[config.mk]
export PLATFORM = sky130hd
export DESIGN_NAME = station_sched_flat
export DESIGN_NICKNAME = d
export VERILOG_FILES = /design/src/rtl/station_sched_pkg.sv /design/src/rtl/station_sched_if.sv /design/src/rtl/station_sched_age_matrix.sv /design/src/rtl/station_sched.sv /design/src/flat_wrapper.sv
export SDC_FILE = /design/constraint.sdc
export NUM_CORES = 1
export LEC_CHECK = 0
export ABC_AREA = 1
export CAP_MARGIN = 20
export CORE_UTILIZATION = 45
export CTS_CLUSTER_SIZE = 10
export DETAILED_ROUTE_END_ITERATION = 12
export DONT_BUFFER_PORTS = 1
export GPL_ROUTABILITY_DRIVEN = 0
export PLACE_DENSITY = 0.58
export SLEW_MARGIN = 0
export SYNTH_ARGS = -nofsm -noshare
export SYNTH_HDL_FRONTEND = slang
export SYNTH_SLANG_ARGS = --single-unit
[constraint.sdc]
create_clock -name clk -period 6.2 [get_ports clk]
set_clock_uncertainty 0.15 [all_clocks]
set_input_delay 1.24 -clock clk [delete_from_list [all_inputs] [get_ports clk]]
set_output_delay 1.24 -clock clk [all_outputs]
set_load 0.05 [all_outputs]
[src/rtl/station_sched_pkg.sv]
// -----------------------------------------------------------------------------
// sched_pkg
// Shared widths and flattened-bus slice helpers for the station issue
// scheduler (station_sched and its interface).
//
// Contents:
//   REG_W        architectural register address width (8 registers)
//   DADR_W       destination address width; the top bit flags a write
//   WB_CNT_W     width of one scoreboard countdown
//   DADR_WR_BIT  index of the write flag inside a destination address
//   MAX_ST       largest supported station count; the slice helpers take
//                buses zero-extended to this many stations
// -----------------------------------------------------------------------------
package sched_pkg;

  localparam int REG_W       = 3;
  localparam int DADR_W      = 4;
  localparam int WB_CNT_W    = 2;
  localparam int DADR_WR_BIT = 3;
  localparam int N_REGS      = 1 << REG_W;
  localparam int MAX_ST      = 8;

  // Register address of station idx from a flattened per-station bus.
  function automatic logic [REG_W-1:0] reg_slice(
    input logic [MAX_ST*REG_W-1:0] flat,
    input int                      idx
  );
    return flat[idx*REG_W +: REG_W];
  endfunction

  // Destination/lock field of station idx from a flattened per-station bus.
  function automatic logic [DADR_W-1:0] dadr_slice(
    input logic [MAX_ST*DADR_W-1:0] flat,
    input int                       idx
  );
    return flat[idx*DADR_W +: DADR_W];
  endfunction

endpackage

[src/rtl/station_sched_if.sv]
// -----------------------------------------------------------------------------
// station_sched_if
// Bundle between the reservation stations / execute stage and the issue
// scheduler.
//
// Parameter: N_ST  number of stations
// Station -> scheduler: st_alloc, st_ready, st_will_cmp, st_a_adr, st_b_adr,
//   st_d_adr, st_bypass_b, st_ld, st_st, st_lock_ld, st_lock_wr (flattened,
//   station 0 at the LSBs), lsu_wb, ex_stall
// Scheduler -> stations: sched_ack (one-hot grant)
// Scheduler -> issue stage: iss_valid, iss_sel, iss_a_adr, iss_b_adr,
//   iss_d_adr, iss_ld, iss_st
// Modports: master = stations/execute side, slave = scheduler.
// -----------------------------------------------------------------------------
interface station_sched_if #(
  parameter int N_ST = 4
);
  import sched_pkg::*;

  localparam int SEL_W = (N_ST > 1) ? $clog2(N_ST) : 1;

  logic [N_ST-1:0]        st_alloc;
  logic [N_ST-1:0]        st_ready;
  logic [N_ST-1:0]        st_will_cmp;
  logic [REG_W*N_ST-1:0]  st_a_adr;
  logic [REG_W*N_ST-1:0]  st_b_adr;
  logic [DADR_W*N_ST-1:0] st_d_adr;
  logic [N_ST-1:0]        st_bypass_b;
  logic [N_ST-1:0]        st_ld;
  logic [N_ST-1:0]        st_st;
  logic [N_ST-1:0]        st_lock_ld;
  logic [DADR_W*N_ST-1:0] st_lock_wr;
  logic                   lsu_wb;
  logic                   ex_stall;

  logic [N_ST-1:0]        sched_ack;

  logic                   iss_valid;
  logic [SEL_W-1:0]       iss_sel;
  logic [REG_W-1:0]       iss_a_adr;
  logic [REG_W-1:0]       iss_b_adr;
  logic [DADR_W-1:0]      iss_d_adr;
  logic                   iss_ld;
  logic                   iss_st;

  modport master (
    output st_alloc, st_ready, st_will_cmp, st_a_adr, st_b_adr, st_d_adr,
           st_bypass_b, st_ld, st_st, st_lock_ld, st_lock_wr, lsu_wb, ex_stall,
    input  sched_ack, iss_valid, iss_sel, iss_a_adr, iss_b_adr, iss_d_adr,
           iss_ld, iss_st
  );

  modport slave (
    input  st_alloc, st_ready, st_will_cmp, st_a_adr, st_b_adr, st_d_adr,
           st_bypass_b, st_ld, st_st, st_lock_ld, st_lock_wr, lsu_wb, ex_stall,
    output sched_ack, iss_valid, iss_sel, iss_a_adr, iss_b_adr, iss_d_adr,
           iss_ld, iss_st
  );

endinterface

[src/rtl/station_sched_age_matrix.sv]
// -----------------------------------------------------------------------------
// sched_age_matrix
// Station valid bits plus a program-order age matrix, and an oldest-of-mask
// selector.
//
// Parameter: N_ST  number of stations
// Ports:
//   clk, a_rst   clock, asynchronous active-high reset
//   alloc[N]     station i receives a new micro-op (wins over clr)
//   clr[N]       station i leaves (granted and completing)
//   req[N]       candidate mask (eligible stations)
//   valid[N]     registered station valid bits
//   older[N][N]  older[i][j] = station i is older than station j
//   gnt[N]       one-hot: the requester with no older requester; lowest
//                index on ties
// -----------------------------------------------------------------------------
module sched_age_matrix #(
  parameter int N_ST = 4
) (
  input  logic                      clk,
  input  logic                      a_rst,
  input  logic [N_ST-1:0]           alloc,
  input  logic [N_ST-1:0]           clr,
  input  logic [N_ST-1:0]           req,
  output logic [N_ST-1:0]           valid,
  output logic [N_ST-1:0][N_ST-1:0] older,
  output logic [N_ST-1:0]           gnt
);

  logic [N_ST-1:0] cand;
  logic            found;

  always_ff @(posedge clk or posedge a_rst) begin
    if (a_rst) begin
      valid <= '0;
      older <= '0;
    end else begin
      for (int i = 0; i < N_ST; i++) begin
        if (alloc[i])    valid[i] <= 1'b1;
        else if (clr[i]) valid[i] <= 1'b0;
      end
      // A newly allocated station is younger than every station already
      // resident. Stations allocated together get no mutual ordering, so
      // the lowest index wins between them.
      for (int i = 0; i < N_ST; i++) begin
        for (int j = 0; j < N_ST; j++) begin
          if (alloc[i])      older[i][j] <= 1'b0;
          else if (alloc[j]) older[i][j] <= (i != j) && valid[i];
        end
      end
    end
  end

  always_comb begin
    cand  = '0;
    gnt   = '0;
    found = 1'b0;
    for (int i = 0; i < N_ST; i++) begin
      cand[i] = req[i];
      for (int j = 0; j < N_ST; j++) begin
        if ((j != i) && req[j] && older[j][i]) cand[i] = 1'b0;
      end
    end
    for (int i = 0; i < N_ST; i++) begin
      if (cand[i] && !found) begin
        gnt[i] = 1'b1;
        found  = 1'b1;
      end
    end
  end

endmodule

[src/rtl/station_sched.sv]
// -----------------------------------------------------------------------------
// station_sched
// Issue scheduler for N_ST reservation stations sharing one ALU/AGU datapath
// and one LSU port. Each cycle it grants the oldest ready, hazard-free
// station (one-hot sched_ack, combinational) and registers that station's
// operand and control fields into the issue stage one cycle later.
// Hazards tracked: register write-back countdowns (scoreboard), older
// stations' register-write and load locks, and LSU occupancy.
//
// Parameters: N_ST (2..8) stations, WB_LAT (1..3) issue-to-write-back cycles
// Ports:
//   clk, a_rst   clock, asynchronous active-high reset
//   bus          station_sched_if.slave (station inputs, grant, issue stage)
//   perf_issue   16-bit saturating grant count        (STATION_SCHED_STATS_EN)
//   perf_stall   16-bit saturating no-grant-while-ready count
//                                                     (STATION_SCHED_STATS_EN)
// Build option: define STATION_SCHED_STATS_EN to add the two counters.
// -----------------------------------------------------------------------------
module station_sched
  import sched_pkg::*;
#(
  parameter int N_ST   = 4,
  parameter int WB_LAT = 2
) (
  input  logic           clk,
  input  logic           a_rst,
  station_sched_if.slave bus
`ifdef STATION_SCHED_STATS_EN
  ,
  output logic [15:0]    perf_issue,
  output logic [15:0]    perf_stall
`endif
);

  localparam int SEL_W = (N_ST > 1) ? $clog2(N_ST) : 1;

  logic [MAX_ST*REG_W-1:0]  a_ext;
  logic [MAX_ST*REG_W-1:0]  b_ext;
  logic [MAX_ST*DADR_W-1:0] d_ext;
  logic [MAX_ST*DADR_W-1:0] lw_ext;

  logic [N_ST-1:0]           st_valid;
  logic [N_ST-1:0]           eligible;
  logic [N_ST-1:0]           gnt;
  logic [N_ST-1:0][N_ST-1:0] older;

  logic [WB_CNT_W-1:0] sb_cnt [N_REGS];
  logic [N_REGS-1:0]   pending;
  logic                lsu_busy;

  logic               vld_p0;
  logic [SEL_W-1:0]   sel_idx_p0;
  logic [REG_W-1:0]   sel_a_p0;
  logic [REG_W-1:0]   sel_b_p0;
  logic [DADR_W-1:0]  sel_d_p0;
  logic               sel_ld_p0;
  logic               sel_st_p0;

  assign a_ext  = (MAX_ST*REG_W)'(bus.st_a_adr);
  assign b_ext  = (MAX_ST*REG_W)'(bus.st_b_adr);
  assign d_ext  = (MAX_ST*DADR_W)'(bus.st_d_adr);
  assign lw_ext = (MAX_ST*DADR_W)'(bus.st_lock_wr);

  sched_age_matrix #(.N_ST(N_ST)) u_age (
    .clk   (clk),
    .a_rst (a_rst),
    .alloc (bus.st_alloc),
    .clr   (gnt & bus.st_will_cmp),
    .req   (eligible),
    .valid (st_valid),
    .older (older),
    .gnt   (gnt)
  );

  always_comb begin
    pending = '0;
    for (int r = 0; r < N_REGS; r++) pending[r] = (sb_cnt[r] != '0);
  end

  // Stage p0: hazard screening and grant selection
  always_comb begin
    logic [REG_W-1:0]  a_i;
    logic [REG_W-1:0]  b_i;
    logic [DADR_W-1:0] d_i;
    logic [DADR_W-1:0] lw_j;
    logic              haz;
    a_i      = '0;
    b_i      = '0;
    d_i      = '0;
    lw_j     = '0;
    haz      = 1'b0;
    eligible = '0;
    for (int i = 0; i < N_ST; i++) begin
      a_i = reg_slice(a_ext, i);
      b_i = reg_slice(b_ext, i);
      d_i = dadr_slice(d_ext, i);
      haz = pending[a_i]
          | (~bus.st_bypass_b[i] & pending[b_i])
          | (d_i[DADR_WR_BIT] & pending[d_i[REG_W-1:0]])
          | (bus.st_ld[i] & lsu_busy);
      for (int j = 0; j < N_ST; j++) begin
        if ((j != i) && st_valid[j] && older[j][i]) begin
          lw_j = dadr_slice(lw_ext, j);
          // A bypassed B operand never reads the register file, so an
          // older lock on that register does not matter.
          if (lw_j[DADR_WR_BIT] &&
              ((lw_j[REG_W-1:0] == a_i) ||
               (!bus.st_bypass_b[i] && (lw_j[REG_W-1:0] == b_i))))
            haz = 1'b1;
          if (bus.st_ld[i] && bus.st_lock_ld[j]) haz = 1'b1;
        end
      end
      eligible[i] = st_valid[i] & bus.st_ready[i] & ~bus.ex_stall & ~haz;
    end
  end

  assign bus.sched_ack = gnt;
  assign vld_p0        = |gnt;

  always_comb begin
    sel_idx_p0 = '0;
    sel_a_p0   = '0;
    sel_b_p0   = '0;
    sel_d_p0   = '0;
    sel_ld_p0  = 1'b0;
    sel_st_p0  = 1'b0;
    for (int i = 0; i < N_ST; i++) begin
      if (gnt[i]) begin
        sel_idx_p0 = SEL_W'(i);
        sel_a_p0   = reg_slice(a_ext, i);
        sel_b_p0   = reg_slice(b_ext, i);
        sel_d_p0   = dadr_slice(d_ext, i);
        sel_ld_p0  = bus.st_ld[i];
        sel_st_p0  = bus.st_st[i];
      end
    end
  end

  // Scoreboard: a granted write restarts its register's countdown; the
  // eligibility screen guarantees that register was not already pending.
  always_ff @(posedge clk or posedge a_rst) begin
    if (a_rst) begin
      for (int r = 0; r < N_REGS; r++) sb_cnt[r] <= '0;
    end else begin
      for (int r = 0; r < N_REGS; r++) begin
        if (vld_p0 && sel_d_p0[DADR_WR_BIT] && (sel_d_p0[REG_W-1:0] == REG_W'(r)))
          sb_cnt[r] <= WB_CNT_W'(WB_LAT);
        else if (sb_cnt[r] != '0)
          sb_cnt[r] <= sb_cnt[r] - 1'b1;
      end
    end
  end

  // A load issued in the same cycle as a write-back keeps the LSU busy.
  always_ff @(posedge clk or posedge a_rst) begin
    if (a_rst)                  lsu_busy <= 1'b0;
    else if (vld_p0 && sel_ld_p0) lsu_busy <= 1'b1;
    else if (bus.lsu_wb)        lsu_busy <= 1'b0;
  end

  // Stage p1: issue register
  always_ff @(posedge clk or posedge a_rst) begin
    if (a_rst) begin
      bus.iss_valid <= 1'b0;
      bus.iss_sel   <= '0;
      bus.iss_a_adr <= '0;
      bus.iss_b_adr <= '0;
      bus.iss_d_adr <= '0;
      bus.iss_ld    <= 1'b0;
      bus.iss_st    <= 1'b0;
    end else begin
      bus.iss_valid <= vld_p0;
      if (vld_p0) begin
        bus.iss_sel   <= sel_idx_p0;
        bus.iss_a_adr <= sel_a_p0;
        bus.iss_b_adr <= sel_b_p0;
        bus.iss_d_adr <= sel_d_p0;
        bus.iss_ld    <= sel_ld_p0;
        bus.iss_st    <= sel_st_p0;
      end
    end
  end

`ifdef STATION_SCHED_STATS_EN
  function automatic logic [15:0] sat_inc(input logic [15:0] v);
    return (v == 16'hFFFF) ? v : v + 16'd1;
  endfunction

  logic stall_cyc_p0;
  assign stall_cyc_p0 = (|(st_valid & bus.st_ready)) & ~vld_p0;

  always_ff @(posedge clk or posedge a_rst) begin
    if (a_rst) begin
      perf_issue <= '0;
      perf_stall <= '0;
    end else begin
      if (vld_p0)       perf_issue <= sat_inc(perf_issue);
      if (stall_cyc_p0) perf_stall <= sat_inc(perf_stall);
    end
  end
`endif

endmodule

[src/flat_wrapper.sv]
// flat-port wrapper written by rule: the top's interface ports become plain ports
module station_sched_flat import sched_pkg::*;
#(
  parameter int N_ST   = 4,
  parameter int WB_LAT = 2
)
  (clk, a_rst, bus_st_alloc, bus_st_ready, bus_st_will_cmp, bus_st_a_adr, bus_st_b_adr, bus_st_d_adr, bus_st_bypass_b, bus_st_ld, bus_st_st, bus_st_lock_ld, bus_st_lock_wr, bus_lsu_wb, bus_ex_stall, bus_sched_ack, bus_iss_valid, bus_iss_sel, bus_iss_a_adr, bus_iss_b_adr, bus_iss_d_adr, bus_iss_ld, bus_iss_st);
  station_sched_if #(.N_ST(N_ST)) bus_i ();
  input  logic clk;
  input  logic a_rst;
  input wire logic [$bits(bus_i.st_alloc)-1:0] bus_st_alloc;
  input wire logic [$bits(bus_i.st_ready)-1:0] bus_st_ready;
  input wire logic [$bits(bus_i.st_will_cmp)-1:0] bus_st_will_cmp;
  input wire logic [$bits(bus_i.st_a_adr)-1:0] bus_st_a_adr;
  input wire logic [$bits(bus_i.st_b_adr)-1:0] bus_st_b_adr;
  input wire logic [$bits(bus_i.st_d_adr)-1:0] bus_st_d_adr;
  input wire logic [$bits(bus_i.st_bypass_b)-1:0] bus_st_bypass_b;
  input wire logic [$bits(bus_i.st_ld)-1:0] bus_st_ld;
  input wire logic [$bits(bus_i.st_st)-1:0] bus_st_st;
  input wire logic [$bits(bus_i.st_lock_ld)-1:0] bus_st_lock_ld;
  input wire logic [$bits(bus_i.st_lock_wr)-1:0] bus_st_lock_wr;
  input wire logic [$bits(bus_i.lsu_wb)-1:0] bus_lsu_wb;
  input wire logic [$bits(bus_i.ex_stall)-1:0] bus_ex_stall;
  output wire logic [$bits(bus_i.sched_ack)-1:0] bus_sched_ack;
  output wire logic [$bits(bus_i.iss_valid)-1:0] bus_iss_valid;
  output wire logic [$bits(bus_i.iss_sel)-1:0] bus_iss_sel;
  output wire logic [$bits(bus_i.iss_a_adr)-1:0] bus_iss_a_adr;
  output wire logic [$bits(bus_i.iss_b_adr)-1:0] bus_iss_b_adr;
  output wire logic [$bits(bus_i.iss_d_adr)-1:0] bus_iss_d_adr;
  output wire logic [$bits(bus_i.iss_ld)-1:0] bus_iss_ld;
  output wire logic [$bits(bus_i.iss_st)-1:0] bus_iss_st;
  assign bus_i.st_alloc = bus_st_alloc;
  assign bus_i.st_ready = bus_st_ready;
  assign bus_i.st_will_cmp = bus_st_will_cmp;
  assign bus_i.st_a_adr = bus_st_a_adr;
  assign bus_i.st_b_adr = bus_st_b_adr;
  assign bus_i.st_d_adr = bus_st_d_adr;
  assign bus_i.st_bypass_b = bus_st_bypass_b;
  assign bus_i.st_ld = bus_st_ld;
  assign bus_i.st_st = bus_st_st;
  assign bus_i.st_lock_ld = bus_st_lock_ld;
  assign bus_i.st_lock_wr = bus_st_lock_wr;
  assign bus_i.lsu_wb = bus_lsu_wb;
  assign bus_i.ex_stall = bus_ex_stall;
  assign bus_sched_ack = bus_i.sched_ack;
  assign bus_iss_valid = bus_i.iss_valid;
  assign bus_iss_sel = bus_i.iss_sel;
  assign bus_iss_a_adr = bus_i.iss_a_adr;
  assign bus_iss_b_adr = bus_i.iss_b_adr;
  assign bus_iss_d_adr = bus_i.iss_d_adr;
  assign bus_iss_ld = bus_i.iss_ld;
  assign bus_iss_st = bus_i.iss_st;
  station_sched #(.N_ST(N_ST), .WB_LAT(WB_LAT)) u_core (.clk(clk), .a_rst(a_rst), .bus(bus_i));
endmodule
Word level (Yosys, flattened, before mapping):

Cells that the tools add are included.
Widths: inputs -> output; s select.

* magnitude comparators: 12
* equality and inequality tests: 31
* add/subtract/negate cells: 8
* muxes and demuxes: 151
* reductions and logical operators: 121
* bitwise logic cells: 46

Operators by type and width (count)
* $mux 1: 109
* $logic_and 1x1->1: 73
* $eq 3x3->1: 24
* $reduce_bool 2->1: 27
* $lt 3x4->1 const B: 12
* $bmux 1 s3: 12
* $mux 2: 18
* $and 1x1->1: 24
* $mux 3: 8
* $mux 4: 4
* $sub 2x1->2 const B: 8
* $eq 3x3->1 const B: 4
* $logic_or 1x1->1: 12
* $or 1x1->1: 12
* $not 1->1: 9
* $logic_not 1->1: 7
* $eq 3x2->1 const B: 2
* $and 4x4->4: 1
* $reduce_or 4->1: 1
* $eq 3x1->1 const B: 1
* $logic_not 3->1: 1

* word-level logic and storage cells: 401
* output and inout port bits: 19
* register bits: 48

Longest topological paths before layout:

* depth after elaboration: 36
* mapped depth: 25

By module:

A second synthesis with hierarchy kept.

* cell total of the unflattened synthesis: 929
* area, all modules: 5181.2 µm²

Modules (own cells, without submodules)
* station_sched: cells each 827, sequential area each 800.8 µm², area an instance 4418.0 µm², times used 1
* sched_age_matrix: cells each 102, sequential area each 400.4 µm², area an instance 763.2 µm², times used 1

Worst setup path before layout:

No wires, ideal clock.

* kind: in2out
* start: input bus_st_a_adr[11]
* end: output bus_sched_ack[3]
* stages: 16
* setup slack: 1.888 ns
* data arrival time: 2.922 ns
* path buffers: 2
* required time: 4.810 ns
* cell sequence: buf_2 > inv_1 > nand3_1 > nand2_1 > nand2_1 > nand2_1 > nor2_1 > nand3_1 > nor2_2 > nand3_1 > nand2_4 > nor2_8 > nor2_8 > nand2_2 > inv_2 > buf_2

* word-level cells in the longest chain between the ends: 28
* elaborated cells between the ends (all ways): 44

Ends and longest elaborated chain
* from (decl): RTL line flat_wrapper.sv:14 `input wire logic [$bits(bus_i.st_a_adr)-1:0] bus_st_a_adr;`
* $bmux 1 s3: RTL line station_sched.sv:97 `haz = pending[a_i]`
* $mux 1 (not written as such): RTL line station_sched.sv:97
* $or 1x1->1: RTL line station_sched.sv:98 `| (~bus.st_bypass_b[i] & pending[b_i])`
* $or 1x1->1: RTL line station_sched.sv:99 `| (d_i[DADR_WR_BIT] & pending[d_i[REG_W-1:0]])`
* $or 1x1->1: RTL line station_sched.sv:100 `| (bus.st_ld[i] & lsu_busy);`
* $mux 1: RTL line station_sched.sv:106 `if (lw_j[DADR_WR_BIT] &&`
* $mux 1: RTL line station_sched.sv:110 `if (bus.st_ld[i] && bus.st_lock_ld[j]) haz = 1'b1;`
* $mux 1: RTL line station_sched.sv:102 `if ((j != i) && st_valid[j] && older[j][i]) begin`
* (+11 left out)
* net bus_sched_ack[0]: RTL line flat_wrapper.sv:24 `output wire logic [$bits(bus_i.sched_ack)-1:0] bus_sched_ack;`
* (+1 left out)
* $logic_and 1x1->1: RTL line station_sched_age_matrix.sv:65 `if (cand[i] && !found) begin`
* $mux 1 (*): RTL line station_sched_age_matrix.sv:65
* $logic_not 1->1: RTL line station_sched_age_matrix.sv:65
* $logic_and 1x1->1: RTL line station_sched_age_matrix.sv:65
* $mux 1 (*): RTL line station_sched_age_matrix.sv:65
* $logic_not 1->1 (*): RTL line station_sched_age_matrix.sv:65
* $logic_and 1x1->1 (*): RTL line station_sched_age_matrix.sv:65
* $mux 1 (*): RTL line station_sched_age_matrix.sv:65
* to (decl): RTL line flat_wrapper.sv:24

Mark *: on every way through the listed nets, which the timed path passes. The rest lies on a longest branch. The select of a mux whose other input is x is not followed.

Worst setup path in the final report:

* start: register u_core.sb_cnt[8] in the netlist's numbering
* end: output bus_sched_ack[1]

* word-level cells in the longest chain between the ends: 26
* elaborated cells between the ends (all ways): 105

Ends and longest elaborated chain
* from (decl): RTL line station_sched.sv:47 `logic [WB_CNT_W-1:0] sb_cnt [N_REGS];`
* from (signal, indexed assignment): RTL line station_sched.sv:147 `sb_cnt[r] <= WB_CNT_W'(WB_LAT);`
* from (signal, indexed assignment): RTL line station_sched.sv:149 `sb_cnt[r] <= sb_cnt[r] - 1'b1;`
* $reduce_bool 2->1 (*): RTL line station_sched.sv:77 `for (int r = 0; r < N_REGS; r++) pending[r] = (sb_cnt[r] != '0);`
* $bmux 1 s3: RTL line station_sched.sv:98
* $mux 1 (not written as such): RTL line station_sched.sv:98
* $and 1x1->1: RTL line station_sched.sv:98
* $or 1x1->1: RTL line station_sched.sv:98
* $or 1x1->1: RTL line station_sched.sv:99
* $or 1x1->1: RTL line station_sched.sv:100
* $mux 1: RTL line station_sched.sv:106
* (+8 left out)
* $not 1->1: RTL line station_sched.sv:113 `eligible[i] = st_valid[i] & bus.st_ready[i] & ~bus.ex_stall & ~haz;`
* $and 1x1->1: RTL line station_sched.sv:113
* $logic_and 1x1->1: RTL line station_sched_age_matrix.sv:61 `if ((j != i) && req[j] && older[j][i]) cand[i] = 1'b0;`
* $mux 1 (3 in a row): RTL line station_sched_age_matrix.sv:61
* $mux 1: RTL line station_sched_age_matrix.sv:65
* $logic_not 1->1: RTL line station_sched_age_matrix.sv:65
* $logic_and 1x1->1 (*): RTL line station_sched_age_matrix.sv:65
* $mux 1 (*): RTL line station_sched_age_matrix.sv:65

Every way passes the cells marked *; elsewhere a longest branch is shown, timed or not. The select of a mux whose other input is x is not followed.

==> key figures <==
Outcome
  • Status: complete, no violations

GRT
  • Pin count of the biggest net entering global routing: 49
  • Total GRT Usage: 29.3%
  • Number of global-route vias before repair: 5383
  • Global-route wire length before repair: a little under 30000 um
  • Initial antenna violation count: 0
  • Grt total ovfl: 0

STA
  • Setup violations, final: 0
  • Worst slew pin tran: 0.641 ns
  • Setup TNS: 0 ns
  • Final Hold Viols: 0
  • Setup ws final: ~1.3 ns
  • Fin crit period: 4.88 ns
  • Unrepaired setup endpoints after global routing: no
  • Final Max Slew Viols: 0
  • Max transition margin: 57.3%
  • Fmax: 0.205 GHz
  • Tcrit/Tclk final: 78.7%
  • Hold slack: 0.350 ns

Min path
  • Worst Hold End: u_core.sb_cnt[15]$_DFFE_PP0P_
  • Hold Crit Depth: 2
  • Hold path startpoint: u_core.sb_cnt[15]$_DFFE_PP0P_
  • HP Class: register to register

Clocking
  • Clk sink count: 48
  • Longest Clk Path Bufs: 2
  • Clk Latency, worst-skew pair: approximately 0.31 ns
  • Cts hold-fix bufs: 0
  • H-tree levels: 2
  • Post-CTS Setup Bufs: 0
  • Root buffer cell: clkbuf_16
  • Inserted Clock Buffers: 5
  • CTS tree: built
  • PostCTS Resize Cnt: 0
  • Reg clk slew, reported paths: 0.08 ns

Die
  • Cell Rows: 40
  • Core Area: 12100 um^2
  • Die area: 12900 um^2
  • Die W: 114 um
  • Die Y: between 100 and 150 um
  • Initial Util: 46.5%
  • Io pins: around 110

Synthesis
  • Syn Area/Cell: ~6.2 um^2
  • Synth cell types: 36
  • Synth Cell Area: 5610 um^2
  • Sequential-to-total area share from yosys stat: about 21%
  • Post-synthesis register bit count: 48
  • Yosys warns: 0
  • Post-Syn Instances: 908
  • Syn nets: slightly above 1000

Worst setup path
  • Setup crit start kind: register
  • Critical path launch point: u_core.sb_cnt[8]$_DFFE_PP0P_
  • Crit. End Element: output pin
  • Max FO, Critical Path: 11
  • Reg-to-reg critical path endpoint: u_core.lsu_busy$_DFFE_PP0P_
  • Reg2reg start: u_core.sb_cnt[8]$_DFFE_PP0P_
  • Critical path type: register to output pin
  • Critical Path RT: 4.81 ns
  • Worst reg-to-reg setup slack: 2.40 ns
  • Worst EP arrival: between 3 and 4 ns
  • Cell count of the worst reg-to-reg path: 18

Routing
  • Met3 WL: 1780 um
  • Vias: 5743
  • Final WL: approximately 18000 um
  • Detailed Route Iter0 Violations: approximately 570
  • Post-DR vias/cell: 5.50
  • Met2 Wirelength: between 8000 and 9000 um
  • DRC errors left: 0
  • Drt pass-1 iters: 5
  • ANT nets after route: 0
  • Max layer used: met4
  • Routed wire per std cell: 17.6 um
  • Met1 WL: 7510 um

Power and ir drop
  • Leak: 2.94 nW
  • Max VDD drop: 0.288 mV
  • PD cells: 333 nW/um^2

Placed design
  • Pre-CTS setup slack: 1.48 ns
  • Placed cell count: between 1000 and 1500
  • Area after DPL: 5490 um^2
  • Final HPWL DP: 14500 um
  • Port bufs: 0

Finish
  • Storage cell area: 1200 um^2
  • Fillers: 1295
  • Fin nets: 980
  • Final Cell Area: 5660 um^2
  • Synthesis-to-layout area growth: 0.938%
  • # diodes: 0
  • Share of cells above drive strength 1: between 10% and 20%
  • Final non-filler cell total: 1045
  • Multi-input gate area: 3680 um^2

Run
  • Max-Cap Viols: 0
## sequential cells by signal, indices dropped and copies added, names as in the netlist
| signal | flops |
|---|---|
| u_core.u_age.older | 12 |
| u_core.bus.iss_sel | 2 |
| u_core.u_age.valid | 4 |
| u_core.bus.iss_b_adr | 3 |
| u_core.bus.iss_st | 1 |
| u_core.bus.iss_valid | 1 |
| u_core.bus.iss_ld | 1 |
| u_core.bus.iss_d_adr | 4 |
| u_core.lsu_busy | 1 |
| u_core.bus.iss_a_adr | 3 |
| u_core.sb_cnt | 16 |
## per-layer routing
| layer | up-vias | GRT usage (%) |
|---|---|---|
| met2 | 263 | 47.9 |
| met4 | 0 | 12.2 |
| met1 | 2694 | 37.0 |
| li1 | 2743 | - |
| met5 | - | 0 |
| met3 | 43 | 6.96 |
## cell usage in the layout, fill, tap and decap left out, types with 2 or more instances in the layout
cell / count
nand3_2: 16
nand3b_1: 2
nand2_2: 14
nand2_1: 361
inv_4: 6
inv_2: 24
o21ai_1: 8
nand3_1: 108
xor2_1: 8
ha_1: 16
nand2_4: 16
nor2_2: 5
a21oi_1: 18
nor2_8: 4
inv_6: 5
nor2_1: 78
o22ai_1: 5
inv_1: 64
a21oi_2: 3
o21ai_0: 18
xnor2_1: 30
nor2_4: 6
dfrtp_1: 48
clkbuf_16: 5
## worst max-delay path: stages, from the launching register on
cell     delay (ns)
dfrtp_1        0.40
inv_1          0.08
ha_1           0.57
nand2_1        0.12
nand3_1        0.12
nand3_1        0.08
nand3_1        0.16
nand3_1        0.17
nor2_2         0.18
nand3_1        0.14
nand2_4        0.12
inv_1          0.05
nand2_1        0.37
nand2_4        0.20
inv_1          0.42
## power by group
group	internal [mW]	switching (mW)
logic	0.339	0.572
clock network	0.153	0.136
registers	0.424	0.258
## logic make-up after synthesis
kind of cell | Yosys count | share of synthesized area [%]
buf+inv | 138 | 12.9
fa+ha+maj | 16 | 3.57
flops | 48 | 21.4
simple gates | 614 | 50.9
xor+xnor | 38 | 5.94
compound gates | 54 | 5.25
## worst max path at each step
stage,to,slack (ns)
2_1_floorplan,bus_sched_ack[3],1.89
3_3_place_gp,bus_sched_ack[1],1.56
3_5_place_dp,bus_sched_ack[1],1.48
4_1_cts,bus_sched_ack[1],1.41
5_1_grt,bus_sched_ack[1],1.14
6_report,bus_sched_ack[1],1.32
## per-stage QoR
| step | util [%] | power [mW] |
|---|---|---|
| 6_report | 46.9 | 1.88 |
| 5_1_grt | 46.9 | 2.02 |
| 4_1_cts | 46.7 | 1.88 |
| 3_5_place_dp | 45.5 | 1.58 |
| 3_3_place_gp | 45.5 | 1.56 |
| 2_1_floorplan | - | 1.42 |
## synth_stat cells (all sizes together)
library cell | count | area (um^2)
nand2 | 392 | 1640
nand3 | 124 | 701
inv | 97 | 394
nor2 | 93 | 472
dfrtp | 48 | 1200
buf | 39 | 323
xnor2 | 30 | 263
o21ai | 26 | 130
a21oi | 21 | 116
ha | 16 | 200
xor2 | 8 | 70.1
o22ai | 5 | 31.3
nand3b | 2 | 15.0
nor3 | 2 | 15.0
a31o | 1 | 8.76
clkbuf | 1 | 5.00
clkinv | 1 | 3.75
nand4 | 1 | 6.26
o211ai | 1 | 7.51
## layout make-up
class                   count  area share, %
clock buffers               5           2.21
clock inverters             3          0.442
inverters                  98           7.03
multi-input cells         722           65.0
flip-flops and latches     48           21.2
well taps                 168           3.72
repair buffers              1          0.354
No activity file was read; power rests on OpenSTA's default activity.
